File: config.mk
export PLATFORM = sky130hd
export DESIGN_NAME = seq_addsub
export DESIGN_NICKNAME = d
export VERILOG_FILES = /design/src/rtl/seq_addsub_pkg.sv /design/src/rtl/full_adder.sv /design/src/rtl/seq_addsub_chunk_adder.sv /design/src/rtl/seq_addsub.sv
export SDC_FILE = /design/constraint.sdc
export NUM_CORES = 1
export LEC_CHECK = 0
export ABC_AREA = 1
export BUFFER_PORTS_ARGS = -buffer_cell sky130_fd_sc_hd__buf_2
export CORE_ASPECT_RATIO = 2
export CORE_MARGIN = 4
export CORE_UTILIZATION = 52
export CTS_BUF_LIST = sky130_fd_sc_hd__clkbuf_2 sky130_fd_sc_hd__clkbuf_4 sky130_fd_sc_hd__clkbuf_8
export CTS_CLUSTER_SIZE = 14
export DETAILED_ROUTE_END_ITERATION = 7
export GPL_TIMING_DRIVEN = 0
export PLACE_DENSITY = 0.84
export SLEW_MARGIN = 20
export SYNTH_ARGS = -nofsm -noshare
export SYNTH_HDL_FRONTEND = slang
export SYNTH_SLANG_ARGS = --single-unit
File: constraint.sdc
create_clock -name clk -period 4.8 [get_ports clk]
set_input_delay 0.48 -clock clk [delete_from_list [all_inputs] [get_ports clk]]
set_output_delay 0.48 -clock clk [all_outputs]
set_load 0.1 [all_outputs]
File: src/rtl/seq_addsub_pkg.sv
// rtl/seq_addsub_pkg.sv - shared types and helpers for the chunked adder/subtractor
package seq_addsub_pkg;

    typedef enum logic [1:0] {
        ST_IDLE = 2'd0,
        ST_RUN  = 2'd1,
        ST_DONE = 2'd2
    } state_e;

    // A single-chunk configuration still needs a one-bit counter.
    function automatic int cnt_width(input int n);
        return (n <= 1) ? 1 : $clog2(n);
    endfunction

endpackage

File: src/rtl/full_adder.sv
// rtl/full_adder.sv - single-bit full adder cell
module full_adder (
    input  logic a,
    input  logic b,
    input  logic cin,
    output logic sum,
    output logic cout
);

    assign sum  = a ^ b ^ cin;
    assign cout = (a & b) | (a & cin) | (b & cin);

endmodule

File: src/rtl/seq_addsub_chunk_adder.sv
// rtl/seq_addsub_chunk_adder.sv - CHUNK-bit combinational ripple slice
module chunk_adder #(
    parameter int CHUNK = 8
) (
    input  logic [CHUNK-1:0] a,
    input  logic [CHUNK-1:0] b,
    input  logic             cin,
    output logic [CHUNK-1:0] sum,
    output logic             cout,
    output logic             c_msb_in
);

    logic [CHUNK:0] c;

    assign c[0] = cin;

    for (genvar i = 0; i < CHUNK; i++) begin : g_bit
        full_adder u_fa (
            .a    (a[i]),
            .b    (b[i]),
            .cin  (c[i]),
            .sum  (sum[i]),
            .cout (c[i+1])
        );
    end

    assign cout     = c[CHUNK];
    // Only meaningful for the top chunk, where it feeds the signed-overflow flag.
    assign c_msb_in = c[CHUNK-1];

endmodule

File: src/rtl/seq_addsub.sv
// rtl/seq_addsub.sv - multi-cycle WIDTH-bit adder/subtractor, CHUNK bits per clock
module seq_addsub
    import seq_addsub_pkg::*;
#(
    parameter int WIDTH = 32,
    parameter int CHUNK = 8
) (
    input  logic             clk,
    input  logic             rst_n,
    input  logic             in_valid,
    output logic             in_ready,
    input  logic [WIDTH-1:0] a,
    input  logic [WIDTH-1:0] b,
    input  logic             cin,
    input  logic             sub,
    output logic             out_valid,
    input  logic             out_ready,
    output logic [WIDTH-1:0] sum,
    output logic             cout,
    output logic             overflow
);

    localparam int NCHUNK = WIDTH / CHUNK;
    localparam int CW     = cnt_width(NCHUNK);

    if ((WIDTH % CHUNK) != 0 || WIDTH < 2 || CHUNK < 1) begin : g_bad_params
        $fatal(1, "seq_addsub: WIDTH must be >= 2 and a multiple of CHUNK");
    end

    state_e           state_q, state_d;
    logic [CW-1:0]    cnt_q, cnt_d;
    logic             carry_q, carry_d;
    logic [WIDTH-1:0] a_q, a_d;
    logic [WIDTH-1:0] b_q, b_d;
    logic [WIDTH-1:0] sum_q, sum_d;
    logic             cout_q, cout_d;
    logic             ovf_q, ovf_d;

    logic [31:0]      base;
    logic [CHUNK-1:0] slice_a, slice_b, slice_sum;
    logic             slice_cout, slice_msb_in;

    assign base    = 32'(cnt_q) * 32'(CHUNK);
    assign slice_a = a_q[base +: CHUNK];
    assign slice_b = b_q[base +: CHUNK];

    chunk_adder #(.CHUNK(CHUNK)) u_slice (
        .a        (slice_a),
        .b        (slice_b),
        .cin      (carry_q),
        .sum      (slice_sum),
        .cout     (slice_cout),
        .c_msb_in (slice_msb_in)
    );

    always_comb begin
        state_d = state_q;
        cnt_d   = cnt_q;
        carry_d = carry_q;
        a_d     = a_q;
        b_d     = b_q;
        sum_d   = sum_q;
        cout_d  = cout_q;
        ovf_d   = ovf_q;
        case (state_q)
            ST_IDLE: begin
                if (in_valid) begin
                    // Subtraction is A + ~B + 1, so B is inverted once here.
                    a_d     = a;
                    b_d     = b ^ {WIDTH{sub}};
                    carry_d = sub ? 1'b1 : cin;
                    cnt_d   = '0;
                    state_d = ST_RUN;
                end
            end
            ST_RUN: begin
                sum_d[base +: CHUNK] = slice_sum;
                carry_d = slice_cout;
                cnt_d   = cnt_q + 1'b1;
                if (cnt_q == CW'(NCHUNK - 1)) begin
                    cout_d  = slice_cout;
                    ovf_d   = slice_msb_in ^ slice_cout;
                    cnt_d   = '0;
                    state_d = ST_DONE;
                end
            end
            ST_DONE: begin
                if (out_ready) begin
                    state_d = ST_IDLE;
                end
            end
            default: state_d = ST_IDLE;
        endcase
    end

    always_ff @(posedge clk or negedge rst_n) begin
        if (!rst_n) begin
            state_q <= ST_IDLE;
            cnt_q   <= '0;
            carry_q <= 1'b0;
            a_q     <= '0;
            b_q     <= '0;
            sum_q   <= '0;
            cout_q  <= 1'b0;
            ovf_q   <= 1'b0;
        end else begin
            state_q <= state_d;
            cnt_q   <= cnt_d;
            carry_q <= carry_d;
            a_q     <= a_d;
            b_q     <= b_d;
            sum_q   <= sum_d;
            cout_q  <= cout_d;
            ovf_q   <= ovf_d;
        end
    end

    assign in_ready  = (state_q == ST_IDLE);
    assign out_valid = (state_q == ST_DONE);
    assign sum       = sum_q;
    assign cout      = cout_q;
    assign overflow  = ovf_q;

endmodule

; After elaboration in Yosys (flattened, before gate mapping)
; Index checks and enable logic that the tools add are counted.
[word_totals]
reg_bits = 103
input_bits = 70
output_inout_bits = 36
wordCells = 95
[op_classes]
n_addsub = 2
eq_ne = 6
n_shift = 4
n_mux = 11
bitwise = 58
reduce_logical = 6
[ops]
columns = op, n
row1 = indexed part select 32 x 6 -> 8 bit, 2
row2 = negation 5 -> 34 bit, 1
row3 = variable shift 8 x 34 -> 32 bit (first input constant), 1
row4 = indexed part select 8 x 34 -> 32 bit, 1
row5 = bitwise mux 32 bit, 1
row6 = XOR 32 bit, 1
row7 = bitwise AND 1 bit, 24
row8 = XOR 1 bit, 17
row9 = bitwise OR 1 bit, 16
row10 = two-way mux 2 bit, 5
row11 = case mux 2 bit (3 select lines), 1
row12 = AND reduction 2 bit, 3
row13 = equality test 2 bit (second input constant), 2
row14 = inequality test 2 bit (second input constant), 2
row15 = case mux 2 bit (2 select lines), 1
row16 = AND reduction 3 bit, 1
row17 = adder 2 x 1 -> 2 bit (second input constant), 1
row18 = equality test 2 x 1 -> 1 bit (second input constant), 1
row19 = logical NOT 2 bit, 1
row20 = two-way mux 1 bit, 2
row21 = inequality test 2 x 1 -> 1 bit (second input constant), 1
row22 = case mux 1 bit (2 select lines), 1
row23 = nonzero test 2 bit, 1

; Depth between registers and ports, before layout
[logic_depth]
word_depth = 26
ltp_mapped = 19
depth_no_buf = 18

; Modules after synthesis
; A second synthesis with hierarchy kept.
[unflattened]
cells_unflattened = 613
hier_area_um2 = 5192.5
[by_module_without_submodules]
columns = module, n_inst, cells_per_inst, area_per_inst_um2, seq_area_each_um2
row1 = seq_addsub, 1, 605, 5032.3, 2577.5
row2 = full_adder, 8, 1, 20.0, 0.0

; Worst setup path before layout
; OpenSTA, ideal clock, no wires.
[synth_timing]
path_kind = reg-to-reg
start = register cnt_q[0]
end = register sum_q[23], in the netlist sum[23]
setup_time_ps = 120
t_arrival_ps = 4413
required_ps = 4680
path_slack_ps = 267
stages_incl_launch_ff = 19
n_path_buf = 1
period_less_slack_ps = 4533
cell_sequence = dfrtp_1 > inv_2 > clkbuf_1 > o211ai_1 > nand2_1 > fa_1 > inv_1 > fa_1 > fa_1 > fa_1 > fa_1 > fa_1 > fa_1 > inv_1 > fa_1 > nand2_1 > inv_1 > nand3_1 > nand2_1
[synth_via]
elab_chain_len = 25
word_cells_on_any_way = 57
classes_between = add/sub (1) / shift (4) / mux (1) / bitwise (51)
[synth_lines]
columns = item, line_no
row1 = start: declaration, seq_addsub.sv:31  ; logic [CW-1:0] cnt_q, cnt_d;
row2 = start signal: assignment, seq_addsub.sv:108  ; cnt_q <= cnt_d;
row3 = indexed part select 32 x 6 -> 8 bit (on tied branches), "seq_addsub.sv:44, seq_addsub.sv:45"
row4 = bitwise AND 1 bit, full_adder.sv:11  ; assign cout = (a & b) | (a & cin) | (b & cin);
row5 = bitwise OR 1 bit (2 in a row), full_adder.sv:11
row6 = bitwise AND 1 bit, full_adder.sv:11
row7 = bitwise OR 1 bit (2 in a row), full_adder.sv:11
row8 = bitwise AND 1 bit, full_adder.sv:11
row9 = bitwise OR 1 bit (2 in a row), full_adder.sv:11
row10 = bitwise AND 1 bit, full_adder.sv:11
row11 = (+3 left out), -
row12 = bitwise OR 1 bit (2 in a row), full_adder.sv:11
row13 = bitwise AND 1 bit, full_adder.sv:11
row14 = bitwise OR 1 bit (2 in a row), full_adder.sv:11
row15 = bitwise AND 1 bit, full_adder.sv:11
row16 = bitwise OR 1 bit (2 in a row), full_adder.sv:11
row17 = XOR 1 bit, full_adder.sv:10  ; assign sum = a ^ b ^ cin;
row18 = indexed part select 8 x 34 -> 32 bit, seq_addsub.sv:77  ; sum_d[base +: CHUNK] = slice_sum;
row19 = bitwise mux 32 bit (*), seq_addsub.sv:77
row20 = end signal: assignment, seq_addsub.sv:112  ; sum_q <= sum_d;
row21 = end: declaration, seq_addsub.sv:35  ; logic [WIDTH-1:0] sum_q, sum_d;
; Mark *: on every way between the ends. The rest lies on a longest branch, timed or not.
; A chain may end at the register's enable or synchronous reset.

; Final worst setup path
[layout_timing]
start = register cnt_q[0]
end = register sum_q[31], in the netlist sum[31]
; Same word-level chain as after synthesis.

==> impl_metrics.yaml <==
clocking:
  path_clk_slew_ns: 0.09
  clock_sink_count: 103
  clockRootBuffer: "clkbuf_8"
  cts_buffer_depth: 2
  clk_latency_ns: 0.38
  cts_max_level: 3
  cts_tree: "done"
  cts_buffers: 9
routing:
  drt_wl_total_um: 13900
  wl_per_cell_um: 15.2
  final_antenna_net_count: 0
  vias: 4679
  drc_errors: 0
  drt-initial-drc-count: 262
  drtPass1Iterations: 5
  via_per_inst: 5.11
timing:
  tightest_slew_ns: 0.686
  setup_viol: 0
  grt_setup_unrepaired: "no"
  fin_ws_ns: 0.184
  fmax_mhz: 217
  finalHoldViolations: 0
  skew_ns: 0.0106
  maxSlewHeadroom_pct: 54.2
  fin_crit_ns: 4.62
  fin_crit_sh_pct: 96.2
  slew_violations: 0
  hold_slack_ns: 0.271
hold_path:
  hold_class: "in -> reg"
  hold_start: "out_ready"
worst_setup_path:
  start_kind: "register"
  crit_family: "adder cells"
  critPathKind: "reg -> reg"
  required_ns: 5.07
  slowest_delay_ns: 0.47
  crit_path_max_fanout: 10
  cp-end-kind: "register"
  setup.worst_path.start: "cnt_q[0]"
  path_buf_inv: 4
  critPathSlowestCell: "dfrtp_2"
  crit_arrival_ns: 4.89
  cp_cell_sequence: "inv_4 -> clkbuf_8 -> nand2_1 -> o211ai_1 -> nand2_1 -> fa_1 -> inv_1 -> fa_1 -> fa_2 -> fa_1 -> fa_2 -> fa_1 -> fa_2 -> inv_1 -> fa_2 -> nand2_2 -> nor2_1 -> nand2_1 -> nand2_1"
  r2r_start: "cnt_q[0]"
final_layout:
  drive_gt1_share_pct: 21.3
  num_antenna_cells: 0
  fin_nets: 864
  syn_to_final_growth_pct: 19.8
grt:
  grt_max_degree: 75
  antenna_found_initial: 0
  grt_pass1_vias: 4727
  grt_pass1_wl_um: 22300
  overflow: 0
  grtUsageTotal_pct: 24.6
placement:
  gp_congestion: 0.921
  post-place-ws_ns: -0.388
  hpwl_um: 10800
  portBuffers: 104
die:
  row_count: 51
  coreArea_mm2: 0.00983
  start_util_pct: 53.5
  fp.dieArea_mm2: 0.0119
  io-pin-count: 106
  die_y_um: 150
  die_x_um: 79.1
logic_synthesis:
  synth_edf_count: 0
  synth_mux_area_share_pct: 0
  syn-cell-area_mm2: 0.00526
  avgSynthCellArea_um2: 7.97
  yosysTopAreaCellShare_pct: 49.0
  synthAdderAreaFrac_pct: 4.47
  synth_seq_cells: 103
  synth_area_leaders: "dfrtp_1, nand2_1, xor2_1"
  synth_top_family_by_area: "simple AND/OR/NAND/NOR gates"
  ys.flop_type: "dfrtp_1"
  synth_common_cells: "nand2_1, dfrtp_1, nand3_1"
  synthCells: 660
  yosysWarningCount: 0
  synthXorXnorAreaFrac_pct: 5.49
  synth.distinct_cells: 25
  ys_async_sr_fraction_pct: 100
  synth_top_area_cell: "dfrtp_1"
  synth_compound_area_share_pct: 2.14
  ys_seq_area_share_pct: 49.0
  yosys.area_share.simple_pct: 32.9
  synth.most_common_cell: "nand2_1"
  syn_nets: 744
run_status:
  outcome: "complete, no violations"
flow_run:
  maxCapViolations: 0
-- timing repair --
| item | in CTS | in global routing |
|---|---|---|
| pin swaps | 0 | 1 |
| hold endpoints to repair | 29 | 0 |
| gates resized for setup | 15 | 9 |
| hold buffers | 1 | 0 |
| buffers inserted | 2 | 1 |
| setup endpoints to repair | 6 | 4 |
-- layout make-up --
cell class	instances	area, µm²
Clock buffer	11	139
Tap cell	132	165
Inverter	21	83.8
Buffer	32	274
Fill cell	905	3520
Sequential cell	103	2580
Multi-Input combinational cell	504	2380
Clock inverter	4	95.1
Timing Repair Buffer	109	587
-- worst reg2reg max path, stage by stage (launching register included) --
cell and delay (ns):
dfrtp_2 0.47, inv_4 0.08, clkbuf_8 0.18, nand2_1 0.07, o211ai_1 0.11, nand2_1 0.13
fa_1 0.18, inv_1 0.05, fa_1 0.39, fa_2 0.41, fa_1 0.45, fa_2 0.35
fa_1 0.39, fa_2 0.38, inv_1 0.08, fa_2 0.47, nand2_2 0.12, nor2_1 0.06
nand2_1 0.06, nand2_1 0.05
-- worst paths after layout --
path	to	slack, ns	cells after the start
setup / recovery	sum[31]	0.18	19
hold / removal	state_q[1]	0.27	2
setup reg to reg	sum[31]	0.18	19
hold reg to reg	sum[18]	0.48	2
max in group asynchronous	sum[12]	3.62	3
min in group asynchronous	sum[27]	0.52	2
-- layout by cell type, fill, tap and decap left out, types with 4 or more instances in the layout --
| cell type | count |
|---|---|
| nand2_1 | 346 |
| buf_2 | 109 |
| dfrtp_1 | 101 |
| nand3_1 | 47 |
| xor2_1 | 32 |
| nor2_1 | 31 |
| inv_1 | 17 |
| o21ai_0 | 15 |
| buf_6 | 14 |
| clkbuf_8 | 11 |
| buf_4 | 7 |
| nor3_1 | 6 |
| ha_1 | 6 |
| clkbuf_4 | 5 |
| o211ai_1 | 4 |
| fa_1 | 4 |
| fa_2 | 4 |
-- stage by stage --
| stage | setup TNS (ns) | instance area [µm²] | std cells | utilization (%) |
|---|---|---|---|---|
| 2_1_floorplan | 0 | 5260 | 660 | - |
| 3_5_place_dp | -1.27 | 5980 | 897 | 60.9 |
| 5_1_grt | 0 | 6300 | 916 | 64.1 |
| 6_report | 0 | 6300 | 916 | 64.1 |
| 3_3_place_gp | -1.05 | 5950 | 896 | 60.5 |
| 4_1_cts | 0 | 6270 | 915 | 63.9 |
-- metal layers --
layer	GRT usage (%)	up-vias	routed length [µm]
li1	-	2271	-
met1	25.1	2188	4760
met2	44.7	159	7740
met3	4.13	61	565
met4	16.6	0	833
met5	0	-	0
-- registers in the layout, indices dropped and copies added (netlist names) --
register,count
a_q,32
b_q,32
carry_q,1
cnt_q,2
cout,1
overflow,1
state_q,2
sum,32
-- cells by family after synthesis --
logic type / Yosys count
AO/OA/AOI/OAI: 20
adder cells (fa/ha/maj): 14
XOR/XNOR: 33
flip-flops: 103
buffers and inverters: 53
AND/OR/NAND/NOR: 437
Power is left out: the tool's default activity adds up to more than one toggle a clock period on the data nets, which glitch-free logic cannot reach.
